[config.mk]
export PLATFORM = sky130hd
export DESIGN_NAME = text_line_buffer
export DESIGN_NICKNAME = d
export VERILOG_FILES = /design/src/rtl/text_pkg.sv /design/src/rtl/frame_blink_counter.sv /design/src/rtl/text_line_buffer.sv
export SDC_FILE = /design/constraint.sdc
export NUM_CORES = 1
export LEC_CHECK = 0
export ABC_AREA = 0
export CELL_PAD_IN_SITES_DETAIL_PLACEMENT = 1
export CELL_PAD_IN_SITES_GLOBAL_PLACEMENT = 2
export CORE_MARGIN = 3
export CORE_UTILIZATION = 31
export CTS_CLUSTER_DIAMETER = 200
export DETAILED_ROUTE_END_ITERATION = 10
export GPL_TIMING_DRIVEN = 0
export PLACE_DENSITY_LB_ADDON = 0.12
export SLEW_MARGIN = 0
export SYNTH_ARGS = -nofsm -noshare
export SYNTH_HDL_FRONTEND = slang
export SYNTH_SLANG_ARGS = --single-unit
export TNS_END_PERCENT = 20
[constraint.sdc]
create_clock -name VGA_CLK_IN -period 2.6 [get_ports VGA_CLK_IN]
set_input_delay 0.65 -clock VGA_CLK_IN [delete_from_list [all_inputs] [get_ports VGA_CLK_IN]]
set_output_delay 0.65 -clock VGA_CLK_IN [all_outputs]
set_load 0.03 [all_outputs]
[src/rtl/text_pkg.sv]
// Shared ASCII constants, editor state type and character classification
// for the VGA text line buffer.
package text_pkg;

    localparam logic [7:0] ASCII_FILL   = 8'h20;
    localparam logic [7:0] ASCII_CURSOR = 8'h5F;
    localparam logic [7:0] ASCII_BS     = 8'h08;
    localparam logic [7:0] ASCII_CR     = 8'h0D;
    localparam logic [7:0] ASCII_ESC    = 8'h1B;
    localparam logic [7:0] PRINT_LO     = 8'h20;
    localparam logic [7:0] PRINT_HI     = 8'h7E;

    typedef enum logic {
        EDIT   = 1'b0,
        LOCKED = 1'b1
    } state_t;

    function automatic logic is_printable(input logic [7:0] c);
        return (c >= PRINT_LO) && (c <= PRINT_HI);
    endfunction

endpackage

[src/rtl/frame_blink_counter.sv]
// Free-running frame counter advanced by frame_start; its MSB drives the
// cursor blink with a 50% duty cycle.
module frame_blink_counter #(
    parameter int WIDTH = 5
) (
    input  logic             clk,
    input  logic             rst_n,
    input  logic             frame_start,
    output logic [WIDTH-1:0] count
);

    logic [WIDTH-1:0] count_q;
    logic [WIDTH-1:0] count_d;

    always_comb begin
        count_d = count_q;
        if (frame_start) begin
            count_d = count_q + 1'b1;
        end
    end

    always_ff @(posedge clk) begin
        if (!rst_n) begin
            count_q <= '0;
        end else begin
            count_q <= count_d;
        end
    end

    assign count = count_q;

endmodule

[src/rtl/text_line_buffer.sv]
// One-line edit buffer fed by the keyboard decoder; the line (plus a blinking
// cursor) is copied to s1 only on frame_start so the renderer sees whole edits.
module text_line_buffer
    import text_pkg::*;
#(
    parameter int         N_CHARS     = 31,
    parameter logic [7:0] FILL_CHAR   = ASCII_FILL,
    parameter logic [7:0] CURSOR_CHAR = ASCII_CURSOR,
    parameter int         BLINK_LOG2  = 5
) (
    input  logic                 VGA_CLK_IN,
    input  logic                 rst_n,
    input  logic                 char_valid,
    input  logic [7:0]           char_data,
    output logic                 char_ready,
    input  logic                 frame_start,
    output logic [N_CHARS*8-1:0] s1,
    output logic [4:0]           length,
    output logic                 line_done,
    output logic                 overflow
);

    localparam logic [4:0] LEN_MAX = 5'(N_CHARS);

    state_t                 state_q, state_d;
    logic [7:0]             buf_q [N_CHARS];
    logic [7:0]             buf_d [N_CHARS];
    logic [4:0]             length_q, length_d;
    logic                   ready_q;
    logic                   line_done_q, line_done_d;
    logic                   overflow_q, overflow_d;
    logic [N_CHARS*8-1:0]   s1_q, s1_d;
    logic [N_CHARS*8-1:0]   snap;
    logic [BLINK_LOG2-1:0]  blink_count;
    logic                   accept;
    logic                   cursor_on;

    frame_blink_counter #(
        .WIDTH(BLINK_LOG2)
    ) u_blink (
        .clk        (VGA_CLK_IN),
        .rst_n      (rst_n),
        .frame_start(frame_start),
        .count      (blink_count)
    );

    // The publish copy owns the cycle, so input is stalled while frame_start is high.
    assign char_ready = ready_q && !frame_start;
    assign accept     = char_valid && char_ready;

    always_ff @(posedge VGA_CLK_IN) begin
        if (!rst_n) begin
            state_q     <= EDIT;
            length_q    <= '0;
            ready_q     <= 1'b0;
            line_done_q <= 1'b0;
            overflow_q  <= 1'b0;
            s1_q        <= {N_CHARS{FILL_CHAR}};
            for (int i = 0; i < N_CHARS; i++) begin
                buf_q[i] <= FILL_CHAR;
            end
        end else begin
            state_q     <= state_d;
            length_q    <= length_d;
            ready_q     <= 1'b1;
            line_done_q <= line_done_d;
            overflow_q  <= overflow_d;
            s1_q        <= s1_d;
            for (int i = 0; i < N_CHARS; i++) begin
                buf_q[i] <= buf_d[i];
            end
        end
    end

    always_comb begin
        state_d = state_q;
        if (accept) begin
            case (state_q)
                EDIT:    if (char_data == ASCII_CR)  state_d = LOCKED;
                LOCKED:  if (char_data == ASCII_ESC) state_d = EDIT;
                default: state_d = state_q;
            endcase
        end
    end

    always_comb begin
        buf_d       = buf_q;
        length_d    = length_q;
        line_done_d = 1'b0;
        overflow_d  = 1'b0;
        if (accept) begin
            if (char_data == ASCII_ESC) begin
                for (int i = 0; i < N_CHARS; i++) begin
                    buf_d[i] = FILL_CHAR;
                end
                length_d = '0;
            end else if (state_q == EDIT) begin
                if (is_printable(char_data)) begin
                    if (length_q < LEN_MAX) begin
                        buf_d[length_q] = char_data;
                        length_d        = length_q + 5'd1;
                    end else begin
                        overflow_d = 1'b1;
                    end
                end else if (char_data == ASCII_BS) begin
                    if (length_q != '0) begin
                        buf_d[length_q - 5'd1] = FILL_CHAR;
                        length_d               = length_q - 5'd1;
                    end
                end else if (char_data == ASCII_CR) begin
                    line_done_d = 1'b1;
                end
            end
        end
    end

    // Cursor is overlaid on the snapshot only; the edit buffer never holds it.
    assign cursor_on = (state_q == EDIT) && (length_q < LEN_MAX) && !blink_count[BLINK_LOG2-1];

    generate
        for (genvar gi = 0; gi < N_CHARS; gi++) begin : g_snap
            assign snap[(N_CHARS-1-gi)*8 +: 8] =
                (cursor_on && (length_q == 5'(gi))) ? CURSOR_CHAR : buf_q[gi];
        end
    endgenerate

    always_comb begin
        s1_d = s1_q;
        if (frame_start) begin
            s1_d = snap;
        end
    end

    assign s1        = s1_q;
    assign length    = length_q;
    assign line_done = line_done_q;
    assign overflow  = overflow_q;

endmodule

==> flow_metrics.py <==
metrics = {
    "run_status": {
        "outcome": "finished, violations left",
        "violations": "negative setup slack",
    },
    "die": {
        "start_util_pct": 31.43,
        "die_y_um": 248.3,
        "die_area_um2": 61670,
        "die_x_um": 248.3,
        "core_um2": 57920,
        "io_pins": 268,
        "rows": 88,
    },
    "sta": {
        "min_period_over_period_pct": 100.4,
        "finalHoldViolations": 0,
        "worst_pin_slew_ps": 1032,
        "rsz0062_at_grt": "yes",
        "relSlewSlack_pct": 31.18,
        "fin_ws_ps": -9.349,
        "slew_viol_final": 0,
        "period_minus_slack_ps": 2609,
        "fin_skew_ps": 23.16,
        "finalSetupViolations": 2,
        "fmax_ghz": 0.3832,
    },
    "finish": {
        "syn2layout_area_growth_pct": 35.69,
        "insertedDiodeCount": 0,
        "drive_gt1_share_pct": 22.50,
        "design_area_um2": 24700,
        "layout.area.seq_um2": 10210,
        "final_cells": 2903,
        "multi_input_area_um2": 7629,
        "finish.net_count": 2121,
        "fillers": 6324,
    },
    "placed_design": {
        "hpwl_um": 53520,
        "place_congestion": 0.9014,
        "place_ws_ps": -1408,
        "placed_area_um2": 21850,
        "placedCellCount": 2780,
        "numPortBuffers": 267,
    },
    "drt": {
        "drtIter0Drc": 913,
        "ant_nets": 0,
        "vias": 15910,
        "avgViaCountPerCell": 5.482,
        "wl_per_cell_um": 25.65,
        "drt-total-wl_um": 74450,
        "dr.pass1.iters": 5,
        "drc_errors": 0,
    },
    "grt": {
        "antenna_found_initial": 1,
        "grt.busiest_layer": "met2",
        "grt_max_degree": 15,
        "grt_pass1_wl_um": 108700,
        "gr-usage-all-layers_pct": 23.59,
        "grt-ovfl-total": 0,
        "met3_usage_pct": 3.703,
        "grt_pass1_vias": 16090,
        "met2_usage_pct": 39.11,
        "use_met1_pct": 32.36,
    },
    "worst_hold_path": {
        "hold_class": "reg -> reg",
    },
    "critical_path": {
        "worstSetupEndpointType": "flip-flop",
        "required_ps": 3100,
        "cp_max_fo": 10,
        "path_class": "reg -> reg",
        "start_kind": "flip-flop",
        "cp.arrival_ps": 3100,
    },
    "logic_synthesis": {
        "avgSynthCellArea_um2": 10.41,
        "ys.flop_type": "dfxtp_1",
        "synthCells": 1748,
        "ys_ff_latch": 510,
        "synth-seq-area-share_pct": 56.08,
        "synth_top_cell_area_share_pct": 56.08,
        "synth-warning-count": 0,
        "synth_fp_nets": 1769,
        "synth_area_leaders": "dfxtp_1 56%, o221a_2 11%, o22ai_1 4.0%",
        "synth_edf_count": 0,
        "yosysUniqueCellTypes": 61,
        "yosys.area.top_type": "dfxtp_1",
        "synth-async-reset-ratio_pct": 0,
        "syn_area_um2": 18200,
    },
    "power": {
        "power_density_nw_per_um2": 714.5,
        "ir_worst_vdd_uv": 516.6,
        "finalPower_w": 0.01765,
        "p_leak_nw": 9.375,
    },
    "clocking": {
        "clk_pin_slew_ps": 60,
        "clk_latency_ps": 610,
        "cts_hold_buf": 0,
        "clock-sinks": 510,
        "cts-root-buf": "clkbuf_16",
        "cts_buffer_depth": 3,
        "htree_num_levels": 2,
        "cts_tree": "done",
        "cts_buffers": 55,
    },
    "flow_run": {
        "maxCapViolations": 0,
    },
}
[synth_stat cells, types with 27 or more instances]
master,n
a21oi_1,70
o21ai_1,36
inv_1,79
o22ai_1,116
a2bb2oi_1,27
nor2_1,59
dfxtp_1,510
nand2_1,158
nor3_1,35
o221a_2,181
o21ai_0,41
a22o_1,48
clkbuf_1,102
buf_2,37
[layer usage]
metal  vias up  share of wire, %
met5         -                 0
met4         0               1.9
met2       374                47
met3        87               4.4
met1      8135                47
li1       7317                 -
[path summary, 6_finish.rpt]
kind | slack [ps] | to | cells past startpoint | startpoint
worst max-delay path | -9 | buf_q[237]$_SDFFE_PN1P_ | 12 | length[1]$_SDFFE_PN0P_
worst min-delay path | 440 | buf_q[31]$_SDFFE_PN0P_ | 2 | buf_q[31]$_SDFFE_PN0P_
worst max register to register | -9 | buf_q[237]$_SDFFE_PN1P_ | 12 | length[1]$_SDFFE_PN0P_
worst min register to register | 440 | buf_q[31]$_SDFFE_PN0P_ | 2 | buf_q[31]$_SDFFE_PN0P_
[registers in the layout (all words and copies together) (netlist names)]
name           flops
buf_q            248
s1               248
length             5
u_blink.count      5
line_done          1
overflow           1
ready_q            1
state_q            1
[critical path: stages (launching register included)]
cell and delay, ps:
dfxtp_4 370, buf_8 140, clkinvlp_4 90, buf_4 140, ha_1 240, buf_4 230
nor2_1 60, a32oi_1 360, nor2_2 160, a21oi_4 200, nor3_4 60, buf_12 150
o32a_1 290
[cell usage in the layout (no fill, tap or decap), types with 8 or more instances in the layout]
| cell | synthesis | routed |
|---|---|---|
| nor2_4 | 0 | 8 |
| clkbuf_2 | 0 | 22 |
| o21ai_2 | 1 | 15 |
| a21oi_1 | 70 | 67 |
| a21oi_2 | 14 | 13 |
| clkbuf_1 | 102 | 75 |
| o21ai_0 | 41 | 38 |
| clkdlybuf4s50_1 | 0 | 258 |
| buf_6 | 3 | 9 |
| o22ai_1 | 116 | 116 |
| a22o_1 | 48 | 48 |
| buf_4 | 2 | 50 |
| a32o_1 | 18 | 18 |
| nor3_1 | 35 | 33 |
| clkbuf_16 | 0 | 56 |
| and3_1 | 15 | 14 |
| o32a_1 | 15 | 15 |
| or3_1 | 10 | 9 |
| nor2_1 | 59 | 52 |
| buf_1 | 9 | 11 |
| clkbuf_4 | 0 | 10 |
| a2bb2oi_1 | 27 | 27 |
| o21ai_4 | 0 | 10 |
| o221a_2 | 181 | 181 |
| clkbuf_8 | 0 | 19 |
| inv_1 | 79 | 77 |
| nor3_4 | 0 | 15 |
| dfxtp_1 | 510 | 508 |
| o21ai_1 | 36 | 15 |
| and2_1 | 21 | 21 |
| nand3_1 | 25 | 20 |
| nand2_1 | 158 | 155 |
[report_power, final]
group / switching [W] / internal, W
Sequential: 0.000141 / 0.00800
Combinational: 0.00113 / 0.000633
Clock: 0.00321 / 0.00453
[per-stage QoR]
stage / util (%) / hold slack [ps] / TNS, ps
5_1_grt: 42.65 / 464.8 / -1336
3_3_place_gp: 37.73 / 425.7 / -494290
2_1_floorplan: - / 415.4 / 0
4_1_cts: 41.97 / 440.5 / -2462
3_5_place_dp: 37.73 / 431.9 / -500910
6_report: 42.65 / 438.0 / -17.90
[kinds of logic after synthesis]
family | after synthesis | share of synthesized area (%)
multiplexers | 5 | 0.2749
AO/OA/AOI/OAI | 610 | 27.55
AND/OR/NAND/NOR | 376 | 10.01
adder cells (fa/ha/maj) | 9 | 0.6186
XOR/XNOR | 5 | 0.2406
buffers and inverters | 233 | 5.223
flip-flops | 510 | 56.08
[layout make-up]
| type | count | share of cell area (%) |
|---|---|---|
| Sequential cell | 510 | 41.35 |
| Multi-Input combinational cell | 1005 | 30.88 |
| Timing Repair Buffer | 300 | 12.13 |
| Clock buffer | 84 | 6.828 |
| Tap cell | 765 | 3.875 |
| Buffer | 148 | 3.292 |
| Inverter | 80 | 1.246 |
| Clock inverter | 11 | 0.4001 |
[what timing repair did]
item                                    in CTS  in global routing
hold endpoints to repair                     0                  0
pin swaps                                   15                 21
buffers inserted                            13                 21
gates resized for setup                    165                 57
cloned                                       0                  0
endpoints found under the setup margin     503                405
No activity file was read; power rests on OpenSTA's default activity.
